## src/rtl/sensor_gen_pkg.sv

```systemverilog
// Shared types and constants for the sensor timing generator.
package sensor_gen_pkg;

  typedef enum logic [2:0] {
    ST_IDLE,
    ST_FRAME_HIDE,
    ST_FVAL_HEAD,
    ST_LINE_ACTIVE,
    ST_LINE_HIDE,
    ST_FVAL_TAIL
  } gen_state_e;

  typedef enum logic [1:0] {
    PAT_COLUMN = 2'b00,
    PAT_LINE   = 2'b01,
    PAT_FRAME  = 2'b10,
    PAT_LFSR   = 2'b11
  } pattern_e;

  localparam logic [15:0] LFSR_SEED       = 16'hACE1;
  // x^16 + x^14 + x^13 + x^11 + 1, shift-left Fibonacci form: bits 15,13,12,10
  localparam logic [15:0] LFSR_TAPS       = 16'hB400;
  localparam logic [15:0] ALIGN_HEAD_TAIL = 16'd3;

  function automatic logic [15:0] lfsr_step(input logic [15:0] s);
    return {s[14:0], ^(s & LFSR_TAPS)};
  endfunction

  function automatic logic [15:0] clamp_min1(input logic [15:0] v);
    return (v == '0) ? 16'd1 : v;
  endfunction

endpackage

```

## src/rtl/sensor_pattern_lfsr.sv

```systemverilog
// Free-running pattern LFSR, steps only when told to.
module sensor_pattern_lfsr
  import sensor_gen_pkg::*;
(
  input  logic        clk,
  input  logic        reset_n,
  input  logic        advance,
  output logic [15:0] state
);

  logic [15:0] state_q, state_d;

  always_comb begin
    state_d = advance ? lfsr_step(state_q) : state_q;
  end

  always_ff @(posedge clk or negedge reset_n) begin
    if (!reset_n) state_q <= LFSR_SEED;
    else          state_q <= state_d;
  end

  assign state = state_q;

endmodule

```

## src/rtl/sensor_timing_gen.sv

```systemverilog
// Parallel-sensor fval/lval/pixel stream generator with frame-boundary latching.
module sensor_timing_gen
  import sensor_gen_pkg::*;
#(
  parameter int unsigned DATA_WIDTH      = 10,
  parameter int unsigned REG_WD          = 32,
  parameter string       FVAL_LVAL_ALIGN = "TRUE"
) (
  input  logic                  clk_sensor_pix,
  input  logic                  reset_sensor_n,
  input  logic                  i_gen_en,
  input  logic [REG_WD-1:0]     iv_width,
  input  logic [REG_WD-1:0]     iv_height,
  input  logic [REG_WD-1:0]     iv_line_hide,
  input  logic [REG_WD-1:0]     iv_frame_hide,
  input  logic [REG_WD-1:0]     iv_head,
  input  logic [REG_WD-1:0]     iv_tail,
  input  logic [1:0]            iv_pattern_sel,
  output logic                  o_fval,
  output logic                  o_lval,
  output logic [DATA_WIDTH-1:0] ov_pix_data,
  output logic                  o_frame_done,
  output logic [15:0]           ov_frame_cnt
);

  localparam bit ALIGN_FIXED = (FVAL_LVAL_ALIGN == "TRUE");

  gen_state_e state_q, state_d;
  logic [15:0] cnt_q, cnt_d;
  logic [15:0] line_q, line_d;
  logic [15:0] frame_cnt_q, frame_cnt_d;
  logic [15:0] frame_start_q, frame_start_d;
  logic [15:0] width_q, width_d, height_q, height_d;
  logic [15:0] lhide_q, lhide_d, fhide_q, fhide_d;
  logic [15:0] head_q, head_d, tail_q, tail_d;
  pattern_e    pat_q, pat_d;
  logic        fval_q, fval_d, lval_q, lval_d, done_q, done_d;
  logic [DATA_WIDTH-1:0] pix_q, pix_d;
  logic        latch;
  logic        advance;
  logic [15:0] lfsr_state;
  logic [15:0] pix_src;

  if (REG_WD > 16) begin : g_unused_hi
    logic unused_hi;
    assign unused_hi = ^{iv_width[REG_WD-1:16], iv_height[REG_WD-1:16],
                         iv_line_hide[REG_WD-1:16], iv_frame_hide[REG_WD-1:16],
                         iv_head[REG_WD-1:16], iv_tail[REG_WD-1:16]};
  end

  assign advance = (state_q == ST_LINE_ACTIVE);

  sensor_pattern_lfsr u_lfsr (
    .clk     (clk_sensor_pix),
    .reset_n (reset_sensor_n),
    .advance (advance),
    .state   (lfsr_state)
  );

  always_comb begin
    state_d     = state_q;
    cnt_d       = cnt_q;
    line_d      = line_q;
    frame_cnt_d = frame_cnt_q;
    latch       = 1'b0;
    done_d      = 1'b0;
    unique case (state_q)
      ST_IDLE: begin
        if (i_gen_en) begin
          state_d = ST_FRAME_HIDE;
          cnt_d   = '0;
          latch   = 1'b1;
        end
      end
      ST_FRAME_HIDE: begin
        if (cnt_q == fhide_q - 16'd1) begin
          state_d = ST_FVAL_HEAD;
          cnt_d   = '0;
        end else cnt_d = cnt_q + 16'd1;
      end
      ST_FVAL_HEAD: begin
        if (cnt_q == head_q - 16'd1) begin
          state_d = ST_LINE_ACTIVE;
          cnt_d   = '0;
          line_d  = '0;
        end else cnt_d = cnt_q + 16'd1;
      end
      ST_LINE_ACTIVE: begin
        if (cnt_q == width_q - 16'd1) begin
          cnt_d   = '0;
          state_d = (line_q == height_q - 16'd1) ? ST_FVAL_TAIL : ST_LINE_HIDE;
        end else cnt_d = cnt_q + 16'd1;
      end
      ST_LINE_HIDE: begin
        if (cnt_q == lhide_q - 16'd1) begin
          state_d = ST_LINE_ACTIVE;
          cnt_d   = '0;
          line_d  = line_q + 16'd1;
        end else cnt_d = cnt_q + 16'd1;
      end
      ST_FVAL_TAIL: begin
        if (cnt_q == tail_q - 16'd1) begin
          cnt_d       = '0;
          done_d      = 1'b1;
          frame_cnt_d = frame_cnt_q + 16'd1;
          if (i_gen_en) begin
            state_d = ST_FRAME_HIDE;
            latch   = 1'b1;
          end else state_d = ST_IDLE;
        end else cnt_d = cnt_q + 16'd1;
      end
      default: state_d = ST_IDLE;
    endcase
  end

  // Outputs are decoded from the next state so all registered outputs move on one edge.
  always_comb begin
    width_d       = latch ? clamp_min1(iv_width[15:0])      : width_q;
    height_d      = latch ? clamp_min1(iv_height[15:0])     : height_q;
    lhide_d       = latch ? clamp_min1(iv_line_hide[15:0])  : lhide_q;
    fhide_d       = latch ? clamp_min1(iv_frame_hide[15:0]) : fhide_q;
    head_d        = head_q;
    tail_d        = tail_q;
    if (latch) begin
      head_d = ALIGN_FIXED ? ALIGN_HEAD_TAIL : clamp_min1(iv_head[15:0]);
      tail_d = ALIGN_FIXED ? ALIGN_HEAD_TAIL : clamp_min1(iv_tail[15:0]);
    end
    pat_d         = latch ? pattern_e'(iv_pattern_sel) : pat_q;
    frame_start_d = latch ? frame_cnt_d : frame_start_q;

    fval_d = (state_d != ST_IDLE) && (state_d != ST_FRAME_HIDE);
    lval_d = (state_d == ST_LINE_ACTIVE);

    pix_src = '0;
    unique case (pat_q)
      PAT_COLUMN: pix_src = cnt_d;
      PAT_LINE:   pix_src = line_d;
      PAT_FRAME:  pix_src = frame_start_q;
      PAT_LFSR:   pix_src = advance ? lfsr_step(lfsr_state) : lfsr_state;
      default:    pix_src = '0;
    endcase
    pix_d = lval_d ? pix_src[DATA_WIDTH-1:0] : '0;
  end

  always_ff @(posedge clk_sensor_pix or negedge reset_sensor_n) begin
    if (!reset_sensor_n) begin
      state_q       <= ST_IDLE;
      cnt_q         <= '0;
      line_q        <= '0;
      frame_cnt_q   <= '0;
      frame_start_q <= '0;
      width_q       <= 16'd1;
      height_q      <= 16'd1;
      lhide_q       <= 16'd1;
      fhide_q       <= 16'd1;
      head_q        <= 16'd1;
      tail_q        <= 16'd1;
      pat_q         <= PAT_COLUMN;
      fval_q        <= 1'b0;
      lval_q        <= 1'b0;
      done_q        <= 1'b0;
      pix_q         <= '0;
    end else begin
      state_q       <= state_d;
      cnt_q         <= cnt_d;
      line_q        <= line_d;
      frame_cnt_q   <= frame_cnt_d;
      frame_start_q <= frame_start_d;
      width_q       <= width_d;
      height_q      <= height_d;
      lhide_q       <= lhide_d;
      fhide_q       <= fhide_d;
      head_q        <= head_d;
      tail_q        <= tail_d;
      pat_q         <= pat_d;
      fval_q        <= fval_d;
      lval_q        <= lval_d;
      done_q        <= done_d;
      pix_q         <= pix_d;
    end
  end

  assign o_fval       = fval_q;
  assign o_lval       = lval_q;
  assign ov_pix_data  = pix_q;
  assign o_frame_done = done_q;
  assign ov_frame_cnt = frame_cnt_q;

endmodule
```

## config.mk

```make
export PLATFORM = sky130hd
export DESIGN_NAME = sensor_timing_gen
export DESIGN_NICKNAME = d
export VERILOG_FILES = /design/src/rtl/sensor_gen_pkg.sv /design/src/rtl/sensor_pattern_lfsr.sv /design/src/rtl/sensor_timing_gen.sv
export SDC_FILE = /design/constraint.sdc
export NUM_CORES = 1
export LEC_CHECK = 0
export ABC_AREA = 1
export BUFFER_PORTS_ARGS = -buffer_cell sky130_fd_sc_hd__buf_2
export CAP_MARGIN = 20
export CORE_UTILIZATION = 40
export CTS_CLUSTER_SIZE = 8
export DETAILED_ROUTE_END_ITERATION = 10
export PLACE_DENSITY_LB_ADDON = 0.1
export RECOVER_POWER = 25
export SLEW_MARGIN = 20
export SYNTH_ARGS = -nofsm -noshare
export SYNTH_HDL_FRONTEND = slang
export SYNTH_HIERARCHICAL = 1
export SYNTH_SLANG_ARGS = --single-unit
export TNS_END_PERCENT = 10
```

## constraint.sdc

```tcl
create_clock -name clk_sensor_pix -period 4.6 [get_ports clk_sensor_pix]
set_input_delay 0 -clock clk_sensor_pix [delete_from_list [all_inputs] [get_ports clk_sensor_pix]]
set_output_delay 0 -clock clk_sensor_pix [all_outputs]
set_load 0.05 [all_outputs]
```

==> results of run 1 <==
registers in the layout, indices dropped and copies added, names as in the netlist, 3 cells and up:
register       count
fhide_q           16
height_q          16
width_q           16
ov_frame_cnt      16
lhide_q           16
frame_start_q     10
ov_pix_data       10
line_q            16
cnt_q             16
state_q            3
u_lfsr/state      16
layout by cell type (no fill, tap or decap), types with 5 or more instances in the layout:
| master | instances |
|---|---|
| inv_8 | 5 |
| dfstp_2 | 12 |
| inv_1 | 161 |
| nand3_1 | 148 |
| a211oi_1 | 6 |
| nand2_1 | 555 |
| dfrtp_1 | 145 |
| nor4_1 | 22 |
| xnor2_1 | 27 |
| nand4_1 | 26 |
| o21ai_2 | 5 |
| nor2_1 | 179 |
| buf_2 | 84 |
| nor2_2 | 14 |
| ha_1 | 7 |
| inv_2 | 8 |
| buf_4 | 6 |
| nand2_2 | 8 |
| a21oi_1 | 15 |
| nand3b_1 | 13 |
| o21ai_0 | 77 |
| clkbuf_16 | 17 |
| dlygate4sd3_1 | 67 |
| nor3_1 | 18 |
| clkbuf_1 | 12 |
| xor2_1 | 53 |
logic make-up after synthesis:
kind of cell | count (synthesis)
adder cells (fa/ha/maj) | 7
AND/OR/NAND/NOR | 999
AO/OA/AOI/OAI | 119
buffers and inverters | 217
flip-flops | 157
XOR/XNOR | 80
multiplexers | 1
area by class of cell:
cell class / instances / area, um^2
fillers: 2672 / 13400
flip-flops and latches: 157 / 3940
clock buffers: 17 / 425
clock inverters: 15 / 195
inverters: 175 / 663
diodes: 1 / 2.50
well taps: 335 / 419
multi-input cells: 1206 / 5740
repair buffers: 171 / 1210
repair_timing:
| item | in CTS | in global routing |
|---|---|---|
| resized for setup | 0 | 0 |
| hold endpoints to repair | 133 | 0 |
| hold buffers | 67 | 0 |
power by group through the flow:
| stage | Combinational [mW] | Clock [mW] | Sequential [mW] |
|---|---|---|---|
| after floorplan | 0.00363 | 0 | 1.41 |
| after global placement | 0.0730 | 0 | 1.41 |
| after detailed placement | 0.0735 | 0 | 1.41 |
| after CTS | 0.117 | 1.51 | 1.38 |
| after global routing | 0.132 | 1.57 | 1.38 |
| final | 0.117 | 1.47 | 1.38 |
layer usage:
metal,vias to the layer above,track usage (%),wire [um]
met3,32,4.42,1450
met2,235,38.4,13600
met4,0,5.42,405
met1,4778,33.1,14900
met5,-,0,0
li1,5345,-,-
synthesized netlist by cell type, types with 6 or more instances:
| cell type | instances |
|---|---|
| dfrtp_1 | 145 |
| o21ai_0 | 77 |
| nor2_2 | 13 |
| dfstp_2 | 12 |
| nand2_1 | 555 |
| nor4_1 | 22 |
| nand3_1 | 148 |
| a211oi_1 | 6 |
| nand2_2 | 9 |
| ha_1 | 7 |
| nand4_1 | 26 |
| a21oi_1 | 15 |
| nor2_1 | 180 |
| nand3b_1 | 13 |
| buf_2 | 19 |
| inv_1 | 161 |
| xnor2_1 | 27 |
| nor3_1 | 18 |
| clkbuf_1 | 11 |
| inv_2 | 8 |
| xor2_1 | 53 |
worst max-delay path: stages, from the launching register on:
cell and delay [ns]:
dfstp_2 0.59, inv_2 0.07, ha_1 0.24, inv_1 0.06, nand2_1 0.04, nand2_1 0.10, nor2_1 0.06, inv_1 0.05
nand2_1 0.04, nor3_1 0.27, nand3_1 0.16, nor2_2 0.25, nand2_2 0.18, nand3_1 0.17, nor2_1 0.07, nor2_2 0.43
nand2_1 0.10, nor2_1 0.21
metrics by stage:
stage	setup slack, ns	power, mW	area [um^2]	cells
after floorplan	2.27	1.41	10600	1580
after global placement	1.53	1.48	11300	1977
after detailed placement	1.50	1.48	11300	1977
after CTS	1.46	3.01	12600	2076
after global routing	1.19	3.08	12600	2076
final	1.44	2.97	12600	2077
worst paths after layout:
kind / start / end / slack, ns / cells past startpoint
worst min register to register: ov_frame_cnt[15]$_DFFE_PN0P_ / ov_frame_cnt[15]$_DFFE_PN0P_ / 0.47 / 1
max in group asynchronous: reset_sensor_n / line_q[1]$_DFF_PN0_ / 3.34 / 3
worst max register to register: lhide_q[0]$_DFFE_PN1P_ / ov_pix_data[8]$_DFF_PN0_ / 1.44 / 17
worst max-delay path: lhide_q[0]$_DFFE_PN1P_ / ov_pix_data[8]$_DFF_PN0_ / 1.44 / 17
min in group asynchronous: reset_sensor_n / fhide_q[15]$_DFFE_PN0P_ / 0.17 / 2
worst min-delay path: i_gen_en / state_q[0]$_DFF_PN0_ / 0.1 / 7
==> impl_metrics.csv, run 1 <==
group,metric,value,unit
synth,syn_area,10600,um^2
grt,grt_first_pass_wirelength,50400,um
finish,drive_gt1_share,10.6,%
clocking,h-tree-depth,4,
pwr,irDropWorstVdd,208,uV
finish,area_delta_synth_final,19.0,%
drt,ant_nets,0,
drt,drt-initial-drc-count,567,
drt,drt-total-wl,30300,um
worst_hold_path,hold_path.class,"in2reg",
pwr,sw_frac_of_total,25.0,%
floorplanning,core_area,26000,um^2
synth,synth_edf_count,0,
clocking,clk_latency,0.44,ns
pwr,p_seq_share,46.4,%
synth,synth-seq-cells,157,
sta,slew_violations,0,
sta,period_needed,3.16,ns
synth,synth_top_area_cell,"dfrtp_1",
synth,synth_compound_area_share,6.31,%
sta,slew_headroom,37.8,%
sta,hold_violations,0,
synth,post_synth.cell_area_avg,6.70,um^2
floorplanning,die-area,27100,um^2
finish,fin_util,48.5,%
sta,finalClockSkew,0.0197,ns
sta,fin_setup_tns,0,ns
finish,nets,1932,
sta,fmax,316,MHz
synth,synthDistinctLibCells,44,
critical_path,critical_path.max_fanout,11,
clocking,cts_tree,"yes",
floorplanning,die_w,165,um
critical_path,cp.required,4.95,ns
sta,min_period_over_period,68.7,%
synth,netlist_top_cells_area,"dfrtp_1 34%, nand2_1 20%, nand3_1 7.0%",
grt,grt_start_max_net_pins,108,
synth,synthArstFlopShare,100,%
pwr,clock_power_share,49.6,%
clocking,cts_sinks,157,
drt,viasPerCell,5.00,
pwr,leakage,6.38,nW
critical_path,crit_arrival,3.51,ns
synth,syn-num-nets,1784,
floorplanning,num_rows,59,
pwr,powerDensity,236,nW/um^2
placed_design,dp_hpwl,21700,um
placed_design,numPortBuffers,97,
floorplanning,ios,226,
synth,synth_adder_area_share,0.827,%
placed_design,routabilityCongestion,0.879,
synth,synthXorXnorAreaFrac,6.61,%
synth,synth_cells,1580,
critical_path,crit_path_end_kind,"flop",
grt,grt_pass1_vias,9992,
synth,synth_top_area_share,34.3,%
clocking,ctsLongestPathBuffers,2,
floorplanning,die_h,165,um
drt,wl_per_cell,14.6,um
synth,ys_warn_count,6,
drt,dr.pass1.iters,5,
clocking,cts_made_buffers,17,
critical_path,critPathKind,"reg2reg",
clocking,cts_setup_buffers,0,
pwr,intPower,2.23,mW
floorplanning,initial_core_util,40.8,%
synth,ys_seq_area_share,37.2,%
sta,tightest_slew,0.929,ns
synth,synth.area.mux_share,0.106,%
grt,antenna_found_initial,1,
synth,synth_top_family_by_area,"simple AND/OR/NAND/NOR gates",
pwr,p_comb_share,3.9,%
grt,gr-total-overflow,0,
drt,route.detailed.drc,0,
synth,synth_simple_gate_area_share,40.3,%
sta,rsz0062_at_grt,"no",
pwr,p_sw,0.743,mW
run,cap_violations,0,
grt,grtUsageTotal,23.9,%
sta,setup_viol,0,
outcome,status,"finished, final reports clean",
sta,hold_ws,0.0957,ns
clocking,clk_pin_slew,0.08,ns
critical_path,start_kind,"flop",
drt,vias,10400,
synth,synth_top_flop_cell,"dfrtp_1",
clocking,cts_root_buf,"clkbuf_16",
Note: power is estimated with default switching activity, not from simulation.
==> run 2: changes to the inputs <==
==> constraint.sdc (replaced) <==
create_clock -name clk_sensor_pix -period 3 [get_ports clk_sensor_pix]
set_input_delay 0 -clock clk_sensor_pix [delete_from_list [all_inputs] [get_ports clk_sensor_pix]]
set_output_delay 0 -clock clk_sensor_pix [all_outputs]
set_load 0.05 [all_outputs]
==> run 2 against run 1 <==
Against the previous run:
- the flow now finishes with violations (capacitance limit, slew limit)
- maximum frequency is 17% higher
- core utilization increased by 0.83 points
- first-iteration DRC count grew 19%
- critical path depth up 1
- final cell count increased by 1.1%
- non-clock buffer count increased by 24
- setup slack worse by 1.1 ns
- largest cell class unchanged
- largest power group unchanged
==> impl_metrics.csv, run 2 (same netlist as run 1, synthesis figures left out) <==
group,metric,value,unit
outcome,status,"finished, violations left",
outcome,violations,"capacitance limit, slew limit",
sta,period_needed,2.70,ns
finish,nets,1956,
finish,drive_gt1_share,12.5,%
grt,met1_usage,33.2,%
pwr,clock_power_share,50.1,%
finish,n_antenna_cell,0,
clocking,cts_root_buf,"clkbuf_16",
drt,drt-initial-drc-count,676,
placed_design,routabilityCongestion,0.895,
finish,fillCellCount,2671,
pwr,powerDensity,359,nW/um^2
placed_design,dpl_worst_slack,0.173,ns
sta,hold_ws,0.0930,ns
critical_path,cp.required,3.35,ns
drt,drt-total-wl,31300,um
run,cap_violations,1,
pwr,intPower,3.50,mW
critical_path,path_cells,"inv_2 > ha_1 > nand2_2 > nor2_2 > nand2_1 > nand2_1 > nand2_1 > nand2_1 > nor2_1 > nand3_1 > nor2_4 > nand2_2 > nand3_1 > nor2_1 > nor2_2 > buf_4 > nand2_1 > nor2_1",
grt,grtUsageMet2,39.4,%
grt,grt_pass1_vias,10000,
finish,final_cell_mix,"553 x nand2_1, 179 x nor2_1, 161 x inv_1",
critical_path,crit_top_cell,"nand2_1",
critical_path,crit_path_end_kind,"flop",
critical_path,rr_worst_depth,18,
pwr,sw_frac_of_total,24.0,%
clocking,cts_sinks,157,
floorplanning,die_w,165,um
critical_path,crit_buf_inv,2,
clocking,h-tree-depth,4,
sta,rsz0062_at_grt,"no",
pwr,p_sw,1.10,mW
drt,viasPerCell,4.99,
sta,setup_ws,0.301,ns
grt,grtUsageTotal,24.1,%
critical_path,critical_path.max_fanout,11,
grt,busiest_layer,"met2",
floorplanning,num_rows,59,
sta,tightest_slew,2.24,ns
floorplanning,initial_core_util,40.8,%
grt,gr-total-overflow,0,
worst_hold_path,holdPathStages,7,
critical_path,crit_arrival,3.05,ns
clocking,ctsLongestPathBuffers,2,
drt,dr.pass1.iters,5,
grt,grt_use_met3,3.52,%
critical_path,critPathKind,"reg2reg",
clocking,cts_tree,"yes",
sta,setup_viol,0,
floorplanning,ios,226,
grt,grt_first_pass_wirelength,50600,um
sta,fin_setup_tns,0,ns
placed_design,dp_hpwl,22900,um
clocking,cts_made_buffers,17,
critical_path,critPathMaxStageDelay,0.59,ns
pwr,leakage,6.56,nW
sta,slew_violations,83,
sta,finalClockSkew,0.0140,ns
grt,grt_start_max_net_pins,84,
sta,fmax,370,MHz
clocking,cts_setup_buffers,0,
drt,vias,10500,
floorplanning,core_area,26000,um^2
clocking,clk_latency,0.44,ns
pwr,total_power,4.60,mW
drt,ant_nets,0,
sta,min_period_over_period,90.0,%
floorplanning,die_h,165,um
finish,layout_commonest_cell,"nand2_1",
critical_path,cp.depth,18,
critical_path,cp_slowest_cell,"dfstp_2",
worst_hold_path,hold_path.class,"in2reg",
grt,antenna_found_initial,0,
sta,slew_headroom,-49.2,%
drt,route.detailed.drc,0,
sta,hold_violations,0,
placed_design,numPortBuffers,97,
floorplanning,die-area,27100,um^2
clocking,clk_pin_slew,0.07,ns
finish,area_delta_synth_final,21.0,%
critical_path,crit_family,"simple AND/OR/NAND/NOR gates",
critical_path,start_kind,"flop",
pwr,p_comb_share,3.9,%
pwr,irDropWorstVdd,332,uV
drt,wl_per_cell,14.9,um
pwr,p_seq_share,46.0,%
run 2: cell count changes in the layout (fill, tap and decap cells not counted), sizes merged:
cell and delta:
buf +31, bufinv +1, clkbuf -6, clkinv -4
diode -1, inv +2
run 2: metal layers:
layer,part of all wire [%],vias to the layer above
li1,-,5363
met1,49,4859
met2,46,226
met3,4.7,22
met4,0.97,0
met5,0,-
run 2: worst paths after layout:
check                                                  start                      endpoint  slack [ns]
worst min-delay path                                i_gen_en          state_q[0]$_DFF_PN0_        0.09
min in group asynchronous                     reset_sensor_n       fhide_q[11]$_DFFE_PN0P_        0.70
worst max-delay path                  lhide_q[0]$_DFFE_PN1P_      ov_pix_data[3]$_DFF_PN0_        0.30
max in group asynchronous                     reset_sensor_n   u_lfsr/state[8]$_DFFE_PN0P_        0.91
worst max register to register        lhide_q[0]$_DFFE_PN1P_      ov_pix_data[3]$_DFF_PN0_        0.30
worst min register to register  ov_frame_cnt[15]$_DFFE_PN0P_  ov_frame_cnt[15]$_DFFE_PN0P_        0.48
run 2: area by class of cell:
class | instances | area (um^2) | area share, %
Sequential cell | 157 | 3940 | 30.8
Timing Repair Buffer | 195 | 1410 | 11.0
Clock buffer | 18 | 439 | 3.43
Multi-Input combinational cell | 1206 | 5770 | 45.0
Tap cell | 335 | 419 | 3.27
Clock inverter | 14 | 171 | 1.34
Inverter | 175 | 663 | 5.17
run 2: worst reg2reg max path, delay by kind of cell, from the launching register on:
family / cells / cell delay [ns]
and+or+nand+nor: 15 / 1.56
DFF: 1 / 0.59
buffers and inverters: 2 / 0.25
adders and majority gates: 1 / 0.23
run 2: power groups by stage:
stage	logic (mW)	registers, mW	clock network [mW]
after floorplan	0.00557	2.16	0
after global placement	0.113	2.16	0
after detailed placement	0.113	2.16	0
after CTS	0.180	2.12	2.36
after global routing	0.200	2.12	2.43
final	0.179	2.12	2.31
run 2: repair_timing:
item	CTS	global route
hold buffers	67	0
endpoints found under the setup margin	0	17
gates resized for setup	0	8
hold endpoints to repair	138	0
run 2: per-stage QoR:
| step | cells | util [%] | instance area, um^2 |
|---|---|---|---|
| 4_1_cts | 2100 | 49.2 | 12800 |
| 6_report | 2100 | 49.3 | 12800 |
| 5_1_grt | 2100 | 49.3 | 12800 |
| 3_5_place_dp | 2001 | 44.3 | 11500 |
| 2_1_floorplan | 1580 | - | 10600 |
| 3_3_place_gp | 2001 | 44.3 | 11500 |
==> run 3: changes to the inputs <==
--- a/config.mk
+++ b/config.mk
@@ -8,7 +8,9 @@
 export ABC_AREA = 1
 export BUFFER_PORTS_ARGS = -buffer_cell sky130_fd_sc_hd__buf_2
 export CAP_MARGIN = 20
-export CORE_UTILIZATION = 40
+export CELL_PAD_IN_SITES_DETAIL_PLACEMENT = 0
+export CELL_PAD_IN_SITES_GLOBAL_PLACEMENT = 1
+export CORE_UTILIZATION = 39
 export CTS_CLUSTER_SIZE = 8
 export DETAILED_ROUTE_END_ITERATION = 10
 export PLACE_DENSITY_LB_ADDON = 0.1
==> run 3 against run 2 <==
Against the previous run:
- the flow finishes with violations (slew limit)
- final cell count increased by 0.48%
- highest routed layer unchanged
- register-to-register slack got worse by 0.06 ns
- largest cell class unchanged
- power increased by 0.22%
- via count decreased by 0.27%
- setup slack got worse by 0.057 ns
- largest power group unchanged
==> impl_metrics.csv, run 3 (same netlist as run 1, synthesis figures left out) <==
group,metric,value,unit
clocking,cts_sinks,157,
critical_path,start_kind,"flop",
worst_hold_path,hp-start,"i_gen_en",
critical_path,crit_top_cell,"nand2_1",
finish,n_antenna_cell,0,
drt,wl_met1,16100,um
floorplanning,num_rows,59,
grt,grt_start_max_net_pins,56,
clocking,cts_setup_buffers,0,
clocking,cts_tree,"yes",
floorplanning,initial_core_util,40.2,%
critical_path,critPathMaxStageDelay,0.56,ns
critical_path,rr_worst_depth,19,
outcome,violations,"slew limit",
drt,ant_nets,0,
drt,drt-initial-drc-count,577,
drt,dr.pass1.iters,5,
drt,route.detailed.drc,0,
grt,grtUsageTotal,24.2,%
drt,vias,10400,
critical_path,crit_path_end_kind,"flop",
sta,slew_violations,6,
critical_path,cp_slowest_cell,"dfstp_2",
sta,hold_ws,0.111,ns
clocking,clk_pin_slew,0.07,ns
sta,slew_headroom,-0.00789,%
pwr,powerDensity,358,nW/um^2
clocking,cts_made_buffers,17,
grt,grt_pass1_vias,10500,
sta,setup_viol,0,
critical_path,crit_arrival,3.08,ns
worst_hold_path,hold_path.class,"in2reg",
floorplanning,die-area,27800,um^2
critical_path,critPathKind,"reg2reg",
pwr,irDropWorstVdd,309,uV
grt,gr-total-overflow,0,
sta,fin_setup_tns,0,ns
outcome,status,"finished, violations left",
placed_design,numPortBuffers,97,
clocking,clk_latency,0.44,ns
placed_design,dp_hpwl,23600,um
drt,viasPerCell,4.95,
sta,period_needed,2.76,ns
critical_path,reg2reg_from,"width_q[0]$_DFFE_PN1P_",
run,cap_violations,0,
sta,fmax,363,MHz
finish,nets,1966,
drt,dr.max_layer_used,"met4",
drt,wl_met3,1230,um
finish,drive_gt1_share,13.1,%
critical_path,r2r-end,"ov_pix_data[2]$_DFF_PN0_",
clocking,ctsLongestPathBuffers,2,
sta,tightest_slew,1.50,ns
finish,area_delta_synth_final,21.7,%
finish,fillCellCount,2686,
critical_path,critical_path.max_fanout,5,
worst_hold_path,hold_path_end,"state_q[0]$_DFF_PN0_",
grt,antenna_found_initial,0,
clocking,cts_root_buf,"clkbuf_16",
finish,final_cell_mix,"552 x nand2_1, 179 x nor2_1, 161 x inv_1",
critical_path,cp.required,3.32,ns
drt,route.met2.wl,14100,um
sta,finalClockSkew,0.0168,ns
critical_path,path_cells,"inv_1 > ha_1 > nand2_1 > nor2_1 > nand2_1 > inv_1 > nand3_1 > nand2_1 > nand2_1 > nand3_1 > nor2_1 > nand3_1 > nand2_2 > nand2_1 > nor2_1 > nor2_2 > buf_4 > nand2_1 > nor2_1",
grt,grt_first_pass_wirelength,53200,um
sta,rsz0062_at_grt,"no",
drt,wl_per_cell,15.1,um
sta,hold_violations,0,
drt,drt-total-wl,31900,um
worst_hold_path,holdPathStages,7,
pwr,leakage,6.62,nW
placed_design,routabilityCongestion,0.854,
finish,layout_commonest_cell,"nand2_1",
floorplanning,die_w,167,um
floorplanning,core_area,26400,um^2
critical_path,reg2reg_setup_slack,0.24,ns
floorplanning,die_h,167,um
floorplanning,ios,226,
clocking,h-tree-depth,4,
sta,min_period_over_period,91.9,%
[run 3: cell types whose count changed in the layout (fill, tap and decap cells not counted), moves of 2 or more]
cell and change:
buf_4 +7, buf_2 +4, nand2_2 +2, clkbuf_1 -3
[run 3: worst max-delay path: cells and delay by family, from the launching register on]
family	cells	cell delay (ns)
AND/OR/NAND/NOR	15	1.48
adder cells (fa/ha/maj)	1	0.28
buffers and inverters	3	0.34
flip-flops	1	0.56
[run 3: worst max path at each step]
stage                     slack [ns]              startpoint  cells past startpoint                        to
after floorplan                 0.67  lhide_q[0]$_DFFE_PN1P_                     13     cnt_q[11]$_DFFE_PN0P_
after global placement          0.27   cnt_q[12]$_DFFE_PN0P_                      9    fhide_q[0]$_DFFE_PN1P_
after detailed placement        0.26  fhide_q[0]$_DFFE_PN1P_                     15  ov_pix_data[5]$_DFF_PN0_
after CTS                       0.26   cnt_q[15]$_DFFE_PN0P_                      9    fhide_q[0]$_DFFE_PN1P_
after global routing           0.004  lhide_q[0]$_DFFE_PN1P_                     18  ov_pix_data[2]$_DFF_PN0_
final                           0.24  width_q[0]$_DFFE_PN1P_                     19  ov_pix_data[2]$_DFF_PN0_
[run 3: area by class of cell]
class                           instances  area (um^2)  area share, %
Clock inverter                         13          166           1.29
Sequential cell                       157         3940           30.6
Clock buffer                           19          453           3.51
Timing Repair Buffer                  205         1500           11.6
Tap cell                              335          419           3.25
Multi-Input combinational cell       1206         5750           44.6
Inverter                              175          663           5.14
[run 3: power by group]
part,internal (mW),switching [mW],total (mW)
Clock,1.31,1.01,2.32
Sequential,2.12,0,2.12
Combinational,0.0944,0.0849,0.179
Total,3.52,1.09,4.61
[run 3: through the flow]
stage	area (um^2)	total power [mW]	util [%]	setup slack (ns)	std cells
6_report	12900	4.61	48.9	0.244	2110
5_1_grt	12900	4.77	48.9	0.00447	2110
4_1_cts	12900	4.66	48.9	0.256	2110
3_5_place_dp	11600	2.27	44.0	0.263	2011
3_3_place_gp	11600	2.27	44.0	0.268	2011
2_1_floorplan	10600	2.16	-	0.667	1580
[run 3: layer usage]
metal	up-vias	global-route usage (%)
li1	5388	-
met1	4821	33.9
met2	206	39.0
met3	27	3.52
met4	0	6.16
met5	-	0
[run 3: what timing repair did]
action,in CTS,in global routing
resized for setup,0,4
hold buffers,67,0
setup endpoints to repair,0,10
endpoints found under the hold margin,117,0
